`src/rtl/uart_rx_sampler.sv`:
```
// UART receive engine: 16x oversampling deframer with a valid/read handshake
// and parity, framing and overflow status towards the FIFO/APB side.
module uart_rx_sampler #(
    parameter int DATA_BITS  = 8,
    parameter int PARITY_EN  = 0,
    parameter int PARITY_ODD = 0
) (
    input  logic       clk,
    input  logic       reset,
    input  logic       baud_clock,
    input  logic       rx,
    input  logic       read_rx,
    output logic [7:0] rx_data,
    output logic       rx_valid,
    output logic       parity_err,
    output logic       framing_err,
    output logic       overflow
);

    typedef enum logic [2:0] {
        IDLE,
        START,
        DATA,
        PARITY,
        STOP
    } state_e;

    localparam logic [2:0] LAST_BIT  = 3'(DATA_BITS - 1);
    localparam logic       PAR_ODD   = 1'(PARITY_ODD);
    localparam logic [7:0] DATA_MASK = (DATA_BITS == 7) ? 8'h7F : 8'hFF;

    state_e     state_q, state_d;
    logic [3:0] tick_q, tick_d;
    logic [2:0] bit_q, bit_d;

    logic       rx_meta_q, rx_s_q;
    logic [7:0] shift_q;
    logic       par_tmp_q;
    logic       stop_bit_q;
    logic       done_q;

    logic [7:0] rx_data_q;
    logic       rx_valid_q, parity_err_q, framing_err_q, overflow_q;

    logic       mid_bit;
    logic       sample_data, sample_par, sample_stop, begin_data;

    assign mid_bit = baud_clock && (tick_q == 4'd15);

    // FSM state register; everything in the FSM moves only on baud ticks.
    always_ff @(posedge clk) begin
        if (reset) begin
            state_q <= IDLE;
            tick_q  <= 4'd0;
            bit_q   <= 3'd0;
        end else begin
            // NOTE: sequential state uses non-blocking assignments so every
            // register samples the pre-edge value of its neighbours.
            state_q <= state_d;
            tick_q  <= tick_d;
            bit_q   <= bit_d;
        end
    end

    always_comb begin
        // NOTE: defaults first so no path leaves a target unassigned (no latch).
        state_d = state_q;
        tick_d  = tick_q;
        bit_d   = bit_q;
        if (baud_clock) begin
            unique case (state_q)
                IDLE: begin
                    tick_d = 4'd0;
                    if (!rx_s_q) state_d = START;
                end
                START: begin
                    if (tick_q == 4'd7) begin
                        tick_d  = 4'd0;
                        bit_d   = 3'd0;
                        state_d = rx_s_q ? IDLE : DATA;
                    end else begin
                        tick_d = tick_q + 4'd1;
                    end
                end
                DATA: begin
                    tick_d = tick_q + 4'd1;
                    if (tick_q == 4'd15) begin
                        bit_d = bit_q + 3'd1;
                        if (bit_q == LAST_BIT) begin
                            bit_d   = 3'd0;
                            state_d = (PARITY_EN != 0) ? PARITY : STOP;
                        end
                    end
                end
                PARITY: begin
                    tick_d = tick_q + 4'd1;
                    if (tick_q == 4'd15) state_d = STOP;
                end
                STOP: begin
                    // Back to IDLE on the sample tick so a back-to-back start is caught.
                    tick_d = tick_q + 4'd1;
                    if (tick_q == 4'd15) state_d = IDLE;
                end
                default: state_d = IDLE;
            endcase
        end
    end

    always_comb begin
        sample_data = mid_bit && (state_q == DATA);
        sample_par  = mid_bit && (state_q == PARITY);
        sample_stop = mid_bit && (state_q == STOP);
        begin_data  = baud_clock && (state_q == START) && (tick_q == 4'd7) && !rx_s_q;
    end

    always_ff @(posedge clk) begin
        if (reset) begin
            // Synchroniser resets to the idle line level to avoid a phantom start.
            rx_meta_q     <= 1'b1;
            rx_s_q        <= 1'b1;
            shift_q       <= 8'h00;
            par_tmp_q     <= 1'b0;
            stop_bit_q    <= 1'b1;
            done_q        <= 1'b0;
            rx_data_q     <= 8'h00;
            rx_valid_q    <= 1'b0;
            parity_err_q  <= 1'b0;
            framing_err_q <= 1'b0;
            overflow_q    <= 1'b0;
        end else begin
            rx_meta_q <= rx;
            rx_s_q    <= rx_meta_q;
            done_q    <= sample_stop;

            if (begin_data)  par_tmp_q <= 1'b0;
            if (sample_data) shift_q[bit_q] <= rx_s_q;
            if (sample_par)  par_tmp_q <= rx_s_q ^ (^shift_q) ^ PAR_ODD;
            if (sample_stop) stop_bit_q <= rx_s_q;

            // A read in the completion cycle frees the slot for the new word.
            if (done_q) begin
                if (!rx_valid_q || read_rx) begin
                    rx_data_q     <= shift_q & DATA_MASK;
                    parity_err_q  <= par_tmp_q;
                    framing_err_q <= ~stop_bit_q;
                    rx_valid_q    <= 1'b1;
                    overflow_q    <= overflow_q & ~read_rx;
                end else begin
                    overflow_q <= 1'b1;
                end
            end else if (read_rx && rx_valid_q) begin
                rx_valid_q <= 1'b0;
                overflow_q <= 1'b0;
            end
        end
    end

    assign rx_data     = rx_data_q;
    assign rx_valid    = rx_valid_q;
    assign parity_err  = parity_err_q;
    assign framing_err = framing_err_q;
    assign overflow    = overflow_q;

endmodule

```
`config.mk`:
```
export PLATFORM = sky130hd
export DESIGN_NAME = uart_rx_sampler
export DESIGN_NICKNAME = d
export VERILOG_FILES = /design/src/rtl/uart_rx_sampler.sv
export SDC_FILE = /design/constraint.sdc
export NUM_CORES = 1
export LEC_CHECK = 0
export BUFFER_PORTS_ARGS = -buffer_cell sky130_fd_sc_hd__buf_2
export CAP_MARGIN = 0
export CORE_ASPECT_RATIO = 2
export CORE_UTILIZATION = 45
export CTS_BUF_LIST = sky130_fd_sc_hd__clkbuf_4
export CTS_CLUSTER_DIAMETER = 120
export DETAILED_ROUTE_END_ITERATION = 10
export GPL_TIMING_DRIVEN = 1
export PLACE_DENSITY = 0.72
export SLEW_MARGIN = 10
export SYNTH_ARGS = -nofsm -noshare
export SYNTH_HDL_FRONTEND = slang
export SYNTH_SLANG_ARGS = --single-unit
```
`constraint.sdc`:
```
create_clock -name clk -period 4.3 [get_ports clk]
set_input_delay 0.86 -clock clk [delete_from_list [all_inputs] [get_ports clk]]
set_output_delay 0.86 -clock clk [all_outputs]
set_load 0.01 [all_outputs]
```
==> results of run 1 <==
==> layer usage <==
metal | GRT usage [%] | vias up | routed length, um
met1 | 18.1 | 619 | 1160
li1 | - | 645 | -
met5 | 0 | - | 0
met4 | 12.7 | 0 | 146
met2 | 34.4 | 26 | 1740
met3 | 4.36 | 14 | 83
==> critical path, cell delays in order (launching register included) <==
cell and delay (ns):
dfxtp_1 0.60, or3b_4 0.45, or3_4 0.41, nor3b_2 0.21, mux2i_1 0.24, nor2_1 0.05
==> cells in the final DEF, fill, tap and decap left out, types with 5 or more instances in the layout <==
cell	synthesis	final
nor2_1	34	34
xnor2_1	8	8
a21oi_1	9	9
nor3_1	8	8
dfxtp_1	35	35
nand2_1	7	7
clkbuf_4	0	7
o21ai_0	5	5
mux2i_1	21	21
nor2b_1	8	8
buf_2	3	16
==> metrics by stage <==
| step | hold WS, ns | std cells | total power, mW |
|---|---|---|---|
| detailed placement | 0.420 | 235 | 0.357 |
| global placement | 0.394 | 235 | 0.356 |
| global route | 0.464 | 243 | 0.556 |
| CTS | 0.448 | 243 | 0.540 |
| floorplan | 0.389 | 182 | 0.352 |
| finish | 0.442 | 243 | 0.529 |
==> final timing paths <==
check / start / end / slack, ns / depth (start not counted)
hold / removal: rx_meta_q / rx_s_q / 0.44 / 1
setup / recovery: state_q[1] / shift_q[1] / 2.22 / 5
hold reg to reg: rx_meta_q / rx_s_q / 0.44 / 1
setup reg to reg: state_q[1] / shift_q[1] / 2.22 / 5
==> kinds of logic (layout without fill, tap and decap cells) <==
kind of cell             after synthesis  in the layout  share of synthesized area [%]
adder cells (fa/ha/maj)                4              4                           2.91
multiplexers                          21             21                           12.9
AO/OA/AOI/OAI                         21             21                           7.73
buffers and inverters                 13             26                           3.29
flip-flops                            35             35                           42.8
AND/OR/NAND/NOR                       80             80                           26.1
XOR/XNOR                               8              8                           4.28
==> power by group through the flow <==
stage | logic, mW | registers [mW] | clock network (mW)
2_1_floorplan | 0.0184 | 0.334 | 0
3_3_place_gp | 0.0201 | 0.336 | 0
3_5_place_dp | 0.0210 | 0.336 | 0
4_1_cts | 0.0209 | 0.329 | 0.190
5_1_grt | 0.0231 | 0.330 | 0.203
6_report | 0.0209 | 0.329 | 0.180
==> sequential cells by signal (all words and copies together) (netlist names) <==
signal,count
rx_data,8
shift_q,8
tick_q,4
bit_q,3
state_q,3
done_q,1
framing_err,1
overflow,1
par_tmp_q,1
parity_err,1
rx_meta_q,1
rx_s_q,1
rx_valid,1
stop_bit_q,1
==> layout make-up <==
cell class | instances | share of cell area (%)
tap | 48 | 3.36
sequential | 35 | 39.2
timing repair buffer | 16 | 4.48
clock buffer | 7 | 2.94
multi-input combinational | 134 | 49.3
clock inverter | 1 | 0.280
inverter | 2 | 0.420
==> flow_metrics.py, run 1 <==
metrics = {
    "synthesis": {
        "ys_warn_count": 0,
        "avgSynthCellArea_um2": 8.99,
        "synth_top_area_cell": "dfxtp_1",
        "syn-cell-area_mm2": 0.00164,
        "ys_ff_latch": 35,
        "ys.flop_type": "dfxtp_1",
        "ys_async_sr_fraction_pct": 0,
        "synth_cell_type_count": 35,
        "synth_fp_nets": 190,
        "synth-edff-count": 0,
        "synthTopCellsByCount": "dfxtp_1, nor2_1, mux2i_1, a21oi_1",
        "synthDominantCellAreaShare_pct": 42.8,
        "ys_seq_area_share_pct": 42.8,
        "netlist_instances": 182,
        "yosysMostFrequentCell": "dfxtp_1",
        "synth_area_leaders": "dfxtp_1, mux2i_1, nor2_1",
    },
    "global_route": {
        "grt_pass1_vias": 1290,
        "track_usage_pct": 19.1,
        "antenna_found_initial": 0,
        "grt_pass1_wl_mm": 5.46,
        "globalRouteOverflowTotal": 0,
        "grt_max_degree": 37,
    },
    "final_layout": {
        "fin_area_mm2": 0.00179,
        "diodes": 0,
        "fin_nets": 202,
        "seqCellArea_um2": 701,
        "multiInputGateArea_um2": 881,
        "fill_cells": 336,
        "final_util_pct": 52.3,
        "area_growth_pct": 9.26,
        "drive_gt1_share_pct": 15.9,
    },
    "clocking": {
        "holdBufCountCts": 0,
        "insertion_delay_ns": 0.33,
        "clkSinkCount": 35,
        "cts_tree": "built",
        "post-cts-setup-buffers": 0,
        "clkTransAtPathRegs_ns": 0.11,
        "clk_path_buf_depth": 2,
        "cts-root-buf": "clkbuf_4",
        "cts_resized": 0,
        "htreeDepth": 2,
        "cts_made_buffers": 5,
    },
    "worst_hold_path": {
        "min_path_type": "flip-flop to flip-flop",
    },
    "floorplanning": {
        "ioPinCount": 17,
        "core_area_mm2": 0.00342,
        "rows": 30,
        "die_h_um": 87.3,
        "die_w_um": 44.6,
        "die-area_mm2": 0.00389,
        "initial_core_util_pct": 47.9,
    },
    "placed_design": {
        "dpl_cell_area_mm2": 0.00173,
        "gp_congestion": 0.927,
        "port_buffers": 16,
        "place_hpwl_mm": 2.33,
        "post-place-ws_ns": 2.03,
    },
    "power_and_ir_drop": {
        "sw_frac_of_total_pct": 22.5,
        "p_leak_nw": 0.754,
        "seq_power_share_pct": 62.1,
        "clock_power_share_pct": 33.9,
        "switchingPower_mw": 0.119,
        "p_per_area_mw_per_mm2": 296,
        "p_comb_share_pct": 3.9,
        "intPower_mw": 0.410,
        "peakVddDrop_uv": 285,
    },
    "worst_setup_path": {
        "start_kind": "flip-flop",
        "worstPathMaxFanout": 16,
        "critPathKind": "flip-flop to flip-flop",
        "endpoint_kind": "flip-flop",
        "cp.arrival_ns": 2.29,
        "critPathRequiredTime_ns": 4.51,
    },
    "routing": {
        "drt_wl_total_mm": 3.13,
        "drc_errors": 0,
        "antenna_left": 0,
        "routed_via_density": 5.37,
        "dr.pass1.iters": 4,
        "vias": 1304,
        "routedWlPerCell_um": 12.9,
        "drt_first_iter_violations": 23,
    },
    "timing": {
        "rsz0062_at_grt": "false",
        "fin_skew_ns": 0.0111,
        "finalWorstSetupSlack_ns": 2.22,
        "drv_slew": 0,
        "max_slew_margin_pct": 57.0,
        "finalSetupViolCount": 0,
        "period_minus_slack_ns": 2.08,
        "worst_pin_slew_ns": 0.645,
        "fin_crit_sh_pct": 48.3,
        "finalHoldViolCount": 0,
        "tns_ns": 0,
        "max_clock_freq_mhz": 482,
    },
    "job": {
        "drv_cap": 0,
    },
    "outcome": {
        "status": "finished, final reports clean",
    },
}
Note: power is estimated with default switching activity, not from simulation.
==> run 2, diff against run 1 <==
clock period = 2.1 ns   (was 4.3 ns; I/O delays follow)
==> flow_metrics.py, run 2 (synthesized netlist as in run 1, its figures left out) <==
metrics = {
    "routing": {
        "drt_wl_total_mm": 3.04,
        "routed_via_density": 5.13,
        "dr.pass1.iters": 4,
        "drc_errors": 0,
        "routedWlPerCell_um": 12.4,
        "vias": 1262,
        "antenna_left": 0,
        "drt_first_iter_violations": 25,
    },
    "worst_setup_path": {
        "critPathMaxStageDelay_ns": 0.44,
        "critPathKind": "flip-flop to flip-flop",
        "r2r_slack_ns": 0.16,
        "endpoint_kind": "flip-flop",
        "cpLargestDelayFamily": "simple AND/OR/NAND/NOR gates",
        "r2r-start": "tick_q[0]",
        "critical_path.slowest_cell": "or3_4",
        "reg2reg_to": "shift_q[1]",
        "reg2reg_depth": 6,
        "start_kind": "flip-flop",
        "critPathRequiredTime_ns": 2.30,
        "path_buf_inv": 0,
        "critPathLaunch": "tick_q[0]",
        "cp.depth": 6,
        "cp.arrival_ns": 2.13,
        "crit_end": "shift_q[1]",
        "worstPathMaxFanout": 6,
        "crit_chain": "ha_1 > nand4_1 > or3_4 > nor3b_2 > mux2i_1 > nor2_1",
    },
    "global_route": {
        "grt_pass1_vias": 1260,
        "track_usage_pct": 18.2,
        "grt_pass1_wl_mm": 5.35,
        "grt_max_degree": 37,
        "globalRouteOverflowTotal": 0,
        "antenna_found_initial": 0,
    },
    "clocking": {
        "clkTransAtPathRegs_ns": 0.11,
        "htreeDepth": 2,
        "cts_tree": "built",
        "cts-root-buf": "clkbuf_4",
        "cts_made_buffers": 5,
        "post-cts-setup-buffers": 0,
        "insertion_delay_ns": 0.33,
        "clk_path_buf_depth": 2,
        "clkSinkCount": 35,
    },
    "timing": {
        "fin_crit_sh_pct": 92.2,
        "finalSetupViolCount": 0,
        "drv_slew": 0,
        "rsz0062_at_grt": "false",
        "tns_ns": 0,
        "max_slew_margin_pct": 59.6,
        "max_clock_freq_mhz": 517,
        "fin_skew_ns": 0.0145,
        "worst_hold_slack_ns": 0.274,
        "worst_pin_slew_ns": 0.607,
        "period_minus_slack_ns": 1.94,
        "finalHoldViolCount": 0,
        "finalWorstSetupSlack_ns": 0.165,
    },
    "floorplanning": {
        "initial_core_util_pct": 47.9,
        "die-area_mm2": 0.00389,
        "core_area_mm2": 0.00342,
        "die_w_um": 44.6,
        "ioPinCount": 17,
        "die_h_um": 87.3,
        "rows": 30,
    },
    "placed_design": {
        "port_buffers": 16,
        "dpl_cell_area_mm2": 0.00175,
        "dp.cells": 238,
        "place_hpwl_mm": 2.21,
        "gp_congestion": 0.804,
        "post-place-ws_ns": 0.217,
    },
    "final_layout": {
        "area_growth_pct": 10.6,
        "fin_area_mm2": 0.00181,
        "final_common_cell": "dfxtp_1",
        "final_util_pct": 53.0,
        "diodes": 0,
        "layoutNonFillerInstCount": 246,
        "fin_nets": 205,
        "final_cell_mix": "dfxtp_1, nor2_1, mux2i_1, buf_2, a21oi_1",
        "drive_gt1_share_pct": 16.7,
    },
    "power_and_ir_drop": {
        "p_leak_nw": 0.764,
        "p_per_area_mw_per_mm2": 587,
        "peakVddDrop_uv": 535,
        "p_total_mw": 1.06,
    },
    "outcome": {
        "status": "finished, final reports clean",
    },
    "job": {
        "drv_cap": 0,
    },
    "worst_hold_path": {
        "min_path_type": "primary input to flip-flop",
    },
}
==> run 2: metal layers <==
layer  GRT usage (%)  wire length [um]  share of wire (%)
met1            19.5              1230                 40
met2            32.2              1690                 56
met3            2.70                64                2.1
met4            10.2                55                1.8
met5               0                 0                  0
==> run 2: layout make-up <==
type,count,area (um2)
multi-input combinational,134,886
timing repair buffer,19,103
clock buffer,6,45.0
tap,48,60.1
clock inverter,2,7.51
inverter,2,7.51
fill,316,1610
sequential,35,701
==> run 2: worst min path at each step <==
stage | startpoint | to | slack [ns] | cells after the start
2_1_floorplan | rx_meta_q | rx_s_q | 0.39 | 1
3_5_place_dp | rx_meta_q | rx_s_q | 0.40 | 1
4_1_cts | rx | rx_meta_q | 0.26 | 2
5_1_grt | rx | rx_meta_q | 0.25 | 2
3_3_place_gp | rx_meta_q | rx_s_q | 0.40 | 1
6_report | rx | rx_meta_q | 0.27 | 2
==> run 2: worst reg2reg max path, delay by kind of cell (launching register included) <==
| family | cells | cell delay, ns |
|---|---|---|
| fa+ha+maj | 1 | 0.23 |
| flops | 1 | 0.40 |
| simple gates | 4 | 0.97 |
| mux | 1 | 0.20 |
==> run 2: repair_timing <==
item | 4_1_cts | 5_1_grt
hold buffers | 0 | 0
setup endpoints to repair | 0 | 3
gates resized for setup | 0 | 1
==> run 2: power breakdown <==
group | internal [mW] | switching (mW)
clock network | 0.137 | 0.208
registers | 0.667 | 0.00643
logic | 0.0164 | 0.0268
